$ cat src/rtl/synapse_pkg.sv
// Shared definitions for the synaptic connectivity store.
// Contents: FSM state encoding, default geometry (axons per core, config
// word width), and the derived word count / word-counter width.
package synapse_pkg;

  localparam int NUM_AXONS_DEF = 256;
  localparam int WORD_W_DEF    = 64;
  localparam int NUM_WORDS_DEF = NUM_AXONS_DEF / WORD_W_DEF;

  // Counter width that stays at least 1 bit even for a single-word vector.
  function automatic int cnt_width(input int words);
    return (words > 1) ? $clog2(words) : 1;
  endfunction

  localparam int CNT_W_DEF = cnt_width(NUM_WORDS_DEF);

  typedef enum logic [1:0] {
    IDLE = 2'd0,
    LOAD = 2'd1,
    DONE = 2'd2
  } state_t;

endpackage

$ cat src/rtl/synapse_con_mem.sv
// Connection vector storage and lookup port.
// Ports:
//   clk, rst      clock, asynchronous active-high reset
//   wr_en         write the word at wr_idx this cycle
//   wr_idx        word index; selects slice [wr_idx*WORD_W +: WORD_W]
//   wr_data       configuration word
//   loaded        full vector present; gates the read result
//   axon_number   lookup index
//   connection    registered connection bit, 0 while loaded=0
module synapse_con_mem
  import synapse_pkg::*;
#(
  parameter int NUM_AXONS = NUM_AXONS_DEF,
  parameter int WORD_W    = WORD_W_DEF,
  parameter int NUM_WORDS = NUM_AXONS / WORD_W,
  parameter int CNT_W     = cnt_width(NUM_WORDS),
  parameter int AXON_W    = $clog2(NUM_AXONS)
) (
  input  logic              clk,
  input  logic              rst,
  input  logic              wr_en,
  input  logic [CNT_W-1:0]  wr_idx,
  input  logic [WORD_W-1:0] wr_data,
  input  logic              loaded,
  input  logic [AXON_W-1:0] axon_number,
  output logic              connection
);

  logic [NUM_AXONS-1:0] mem;

  // NOTE: this store is reset on purpose -- it is a flat register, not a RAM
  // macro, and a reset must leave no trace of a previous connectivity load.
  always_ff @(posedge clk or posedge rst) begin
    if (rst) begin
      mem <= '0;
    end else if (wr_en) begin
      for (int k = 0; k < NUM_WORDS; k++) begin
        if (wr_idx == CNT_W'(k)) begin
          mem[k*WORD_W +: WORD_W] <= wr_data;
        end
      end
    end
  end

  // Stale or partial contents never leak out: the bit is forced to 0
  // whenever the vector is not fully loaded.
  always_ff @(posedge clk or posedge rst) begin
    if (rst) begin
      connection <= 1'b0;
    end else begin
      connection <= loaded & mem[axon_number];
    end
  end

endmodule

$ cat src/rtl/synapse_con_loader.sv
// Run-time loadable synaptic connectivity store for one neuron.
// Ports:
//   clk, rst      clock, asynchronous active-high reset
//   cfg_start     pulse: begin or restart a load (wins over a same-cycle word)
//   cfg_valid     cfg_data valid
//   cfg_data      word k carries axons k*WORD_W .. k*WORD_W+WORD_W-1
//   cfg_ready     a word is accepted this cycle when cfg_valid is high
//   axon_number   lookup index
//   connection    registered lookup result (1-cycle latency)
//   loaded        full vector present, lookups valid
//   busy          load in progress
module synapse_con_loader
  import synapse_pkg::*;
#(
  parameter int NUM_AXONS = NUM_AXONS_DEF,
  parameter int WORD_W    = WORD_W_DEF
) (
  input  logic                         clk,
  input  logic                         rst,
  input  logic                         cfg_start,
  input  logic                         cfg_valid,
  input  logic [WORD_W-1:0]            cfg_data,
  output logic                         cfg_ready,
  input  logic [$clog2(NUM_AXONS)-1:0] axon_number,
  output logic                         connection,
  output logic                         loaded,
  output logic                         busy
);

  localparam int NUM_WORDS = NUM_AXONS / WORD_W;
  localparam int CNT_W     = cnt_width(NUM_WORDS);
  localparam logic [CNT_W-1:0] LAST_WORD = CNT_W'(NUM_WORDS - 1);

  state_t           state;
  logic [CNT_W-1:0] cnt;
  logic             wr_en;

  // Status outputs decode the registered state directly, so they change
  // only on the edge that moves the FSM.
  assign cfg_ready = (state == LOAD);
  assign busy      = (state == LOAD);
  assign loaded    = (state == DONE);

  // A start pulse discards any word offered in the same cycle.
  assign wr_en = cfg_ready & cfg_valid & ~cfg_start;

  // NOTE: sequential state uses non-blocking assignments so every flop
  // samples pre-edge values regardless of statement order.
  always_ff @(posedge clk or posedge rst) begin
    if (rst) begin
      state <= IDLE;
      cnt   <= '0;
    end else if (cfg_start) begin
      state <= LOAD;
      cnt   <= '0;
    end else if (wr_en) begin
      // Counter holds at the last index; the next start clears it.
      if (cnt == LAST_WORD) begin
        state <= DONE;
      end else begin
        cnt <= cnt + 1'b1;
      end
    end
  end

  synapse_con_mem #(
    .NUM_AXONS (NUM_AXONS),
    .WORD_W    (WORD_W)
  ) u_mem (
    .clk         (clk),
    .rst         (rst),
    .wr_en       (wr_en),
    .wr_idx      (cnt),
    .wr_data     (cfg_data),
    .loaded      (loaded),
    .axon_number (axon_number),
    .connection  (connection)
  );

endmodule

$ cat config.mk
export PLATFORM = sky130hd
export DESIGN_NAME = synapse_con_loader
export DESIGN_NICKNAME = d
export VERILOG_FILES = /design/src/rtl/synapse_pkg.sv /design/src/rtl/synapse_con_mem.sv /design/src/rtl/synapse_con_loader.sv
export SDC_FILE = /design/constraint.sdc
export NUM_CORES = 1
export LEC_CHECK = 0
export BUFFER_PORTS_ARGS = -buffer_cell sky130_fd_sc_hd__buf_2
export CAP_MARGIN = 40
export CELL_PAD_IN_SITES_DETAIL_PLACEMENT = 0
export CELL_PAD_IN_SITES_GLOBAL_PLACEMENT = 1
export CORE_MARGIN = 5
export CORE_UTILIZATION = 32
export CTS_CLUSTER_DIAMETER = 30
export DETAILED_ROUTE_END_ITERATION = 16
export GPL_ROUTABILITY_DRIVEN = 0
export HOLD_SLACK_MARGIN = 0.08
export PLACE_DENSITY = 0.52
export SLEW_MARGIN = 20
export SYNTH_ARGS = -nofsm -noshare
export SYNTH_HDL_FRONTEND = slang
export SYNTH_SLANG_ARGS = --single-unit
$ cat constraint.sdc
create_clock -name clk -period 9.25 [get_ports clk]
set_input_delay 0.4625 -clock clk [delete_from_list [all_inputs] [get_ports clk]]
set_output_delay 0.4625 -clock clk [all_outputs]
set_load 0.1 [all_outputs]
==> implementation parameters <==
Parameter                              Value

Floorplan
  Overall die width    203.2 um
  Initial core utilization    0.3255
  Die area    41290 um2
  Core outline area    36700 um2
  I/O pin total    80
  Count of standard-cell rows    70
  Vertical die dimension    203.2 um

Critical path
  Beginning of the worst register-to-register path    state[0]
  CP Max Fanout    27
  Arrival time worst endpoint    3.10 ns
  Count of cells along the worst register-to-register path    6
  Critical Path End Type    flip-flop
  Worst Setup Start Kind    primary input
  Crit path from    axon_number[1]
  Register-to-Register Setup Slack    6.73 ns
  Reg-to-reg endpoint    u_mem.mem[16]
  Setup CP Type    primary input to flip-flop
  Critical path data required time    9.66 ns

Placed design
  Placed wire-length estimate after detailed placement    19.91 mm
  Port Buffer Count    79
  Placed cell area    12860 um2
  Post-place setup slack    5.845 ns

Power and ir drop
  P_leak    6.933 nW
  Pwr dens    317.0 nW/um2
  Max IR drop VDD    144.1 uV

Worst hold path
  Worst hold path cell count    2
  Worst Hold Path EP    cnt[1]
  Launch instance of the worst min-delay path    cfg_start
  Worst Hold Class    primary input to flip-flop

STA
  Max-slew violation count    0
  Finish-stage setup viols    0
  Post-route clock skew    0.01479 ns
  Count of final hold-check violations    0
  Setup TNS after final layout    0 ns
  Maximum frequency from static timing analysis    0.3725 GHz
  Post-layout minimum cycle time    2.685 ns
  Worst hold margin    0.1324 ns
  Worst Tran Pin Value    0.8091 ns
  Setup repair after global routing missed its margin    no
  Worst-case setup margin in the final layout    6.565 ns
  Final Cycle Share    0.2903
  Normalized max-slew margin    0.4606

Yosys
  Cell area after synthesis    11940 um2
  Share of flip-flops with an asynchronous set or reset    1.000
  Count of flip-flops with a built-in enable after synthesis    0
  Number of distinct standard cells referenced by the synthesized netlist    43
  Area fraction of the dominant cell type after synthesis    0.5468
  Number of storage elements in the synthesis netlist    261
  Post-Synthesis Net Count    876
  Leading area contributor after synthesis    dfrtp_1
  Average cell area after synthesis    15.00 um2
  Most used flip-flop cell after synthesis    dfrtp_1
  Dominant cells by area after synthesis    dfrtp_1 55%, mux2_2 24%, mux4_2 8.9%
  Yosys synthesis warning count    0
  Number of instances in the synthesized netlist    796
  Post-synthesis sequential area ratio    0.5468

Routing
  Avg WL per Cell    21.72 um
  DRC errors left    0
  Vias per inst    5.090
  DR pass1 iterations    4
  Post-detailed-routing wire length    30.93 mm
  Detailed router's first-iteration violation count    269
  Antenna-violating nets left    0
  Vias after detailed routing    7248

Clock tree
  Sink count of the clock tree    261
  Root buf cell    clkbuf_16
  Worst-skew pair later-pin latency    0.55 ns
  Total number of H-tree levels    3
  Number of buffers inserted to repair setup after CTS    0
  Num CTS Buffers    70
  Longest Clk Path Bufs    3
  Clock slew seen by the registers of the worst setup and hold paths    0.04 ns
  TritonCTS clock tree    done

Global route
  First-pass GRT wire length    49.53 mm
  Met1 track utilization from global routing    0.2119
  Maximum number of pins on one net before global-route repair    176
  Initial antenna violation count    1
  GRT met2 Usage    0.2439
  Vias in the first global route    8160
  Global routing's busiest layer    met2
  GR Util met3    0.03991
  Global-route usage over all layers    0.1545
  Overall overflow remaining after global route    0

Finish
  Layout Nets    984
  Finished layout cell area    15260 um2
  Antenna Diode Count    0
  Total area of multi-input combinational cells    5149 um2
  Number of filler cells placed in the layout    3428
  Total area of sequential cells    6531 um2
  Area Overhead vs Synth    27.76%
  Proportion of layout cells with a drive suffix above 1    0.5345

Job
  Maximum capacitance violations    0

Status
  Result of the run    finished clean
-- flip-flops by register name (all words and copies together) (netlist names) --
register and flops:
state 2, u_mem.mem 256, cnt 2, u_mem.connection 1
-- Yosys cell counts, types with 3 or more instances --
cell      number
nor2_1         8
nand3b_1       5
nor4_1         3
mux2i_1       37
dfrtp_1      261
buf_2          7
o21ai_0       11
o221ai_1       6
ha_1           4
nand2b_1       4
inv_1          7
o22ai_1        8
or4_1          3
mux2_2       258
a21oi_1       11
buf_4          6
clkbuf_1      37
nand2_1       25
buf_6          4
nor3_1         9
nor2b_1        4
mux4_2        47
nand3_1        4
-- layer usage --
metal / share of wire / vias up
li1: - / 3238
met1: 0.46 / 3784
met2: 0.48 / 173
met3: 0.050 / 51
met4: 0.018 / 2
met5: 0.00036 / -
-- timing repair --
item | 4_1_cts | 5_1_grt
endpoints found under the hold margin | 86 | 0
hold buffers | 1 | 0
gates resized for setup | 0 | 0
-- how the worst max path moves through the flow --
| stage | slack [ns] | endpoint |
|---|---|---|
| 5_1_grt | 6.36 | u_mem.connection |
| 6_report | 6.57 | u_mem.connection |
| 4_1_cts | 6.41 | u_mem.connection |
| 3_5_place_dp | 5.85 | u_mem.connection |
| 2_1_floorplan | 1.60 | cnt[0] |
| 3_3_place_gp | 5.71 | u_mem.connection |
-- through the flow --
| stage | util | instances | total power [W] |
|---|---|---|---|
| floorplan | - | 796 | 0.002252 |
| global placement | 0.3471 | 1292 | 0.002470 |
| detailed placement | 0.3505 | 1297 | 0.002494 |
| CTS | 0.4145 | 1422 | 0.004907 |
| global route | 0.4158 | 1424 | 0.005088 |
| finish | 0.4158 | 1424 | 0.004838 |
-- logic make-up (layout without fill, tap and decap cells) --
kind of cell | Yosys count | count (layout) | synth area share
AOI/OAI and AO/OA | 56 | 56 | 0.03153
buffers and inverters | 62 | 222 | 0.02462
xor gates and xnor gates | 1 | 1 | 0.0007334
and+or+nand+nor | 70 | 70 | 0.02923
DFF | 261 | 261 | 0.5468
adders and majority gates | 4 | 4 | 0.004190
muxes | 342 | 342 | 0.3629
-- critical path, stage by stage --
cell	delay (ns)
buf_4	0.21
buf_4	0.42
buf_12	0.27
nand2b_1	0.52
o22ai_1	0.18
nor3_1	0.23
nor4_1	0.10
o32a_1	0.39
o2111ai_1	0.19
nand3_1	0.09
-- cells in the final DEF (no fill, tap or decap), types with 5 or more instances in the layout --
cell       instances
nor2_1             8
nand3b_1           5
inv_6              6
inv_1              6
bufinv_16          7
o22ai_1            8
mux2_2           258
buf_2             77
dfrtp_1          261
nand2_1           21
clkbuf_16         71
clkinv_2           9
mux4_2            47
a21oi_1           11
o21ai_0           11
clkbuf_8          11
o221ai_1           6
nor3_1             9
mux2i_1           37
clkbuf_1          13
-- area by class of cell --
type | instances | share of cell area
repair buffers | 90 | 0.04034
inverters | 8 | 0.002460
clock buffers | 95 | 0.1296
well taps | 468 | 0.03837
flip-flops and latches | 261 | 0.4280
multi-input cells | 473 | 0.3374
clock inverters | 29 | 0.02386
-- power by group --
part           switching, W  total, W  internal [W]
Combinational      0.000292  0.000761      0.000469
Clock              0.000696   0.00237       0.00168
Sequential         0.000181   0.00170       0.00152
Total               0.00117   0.00484       0.00367
No activity file was read; power rests on OpenSTA's default activity.
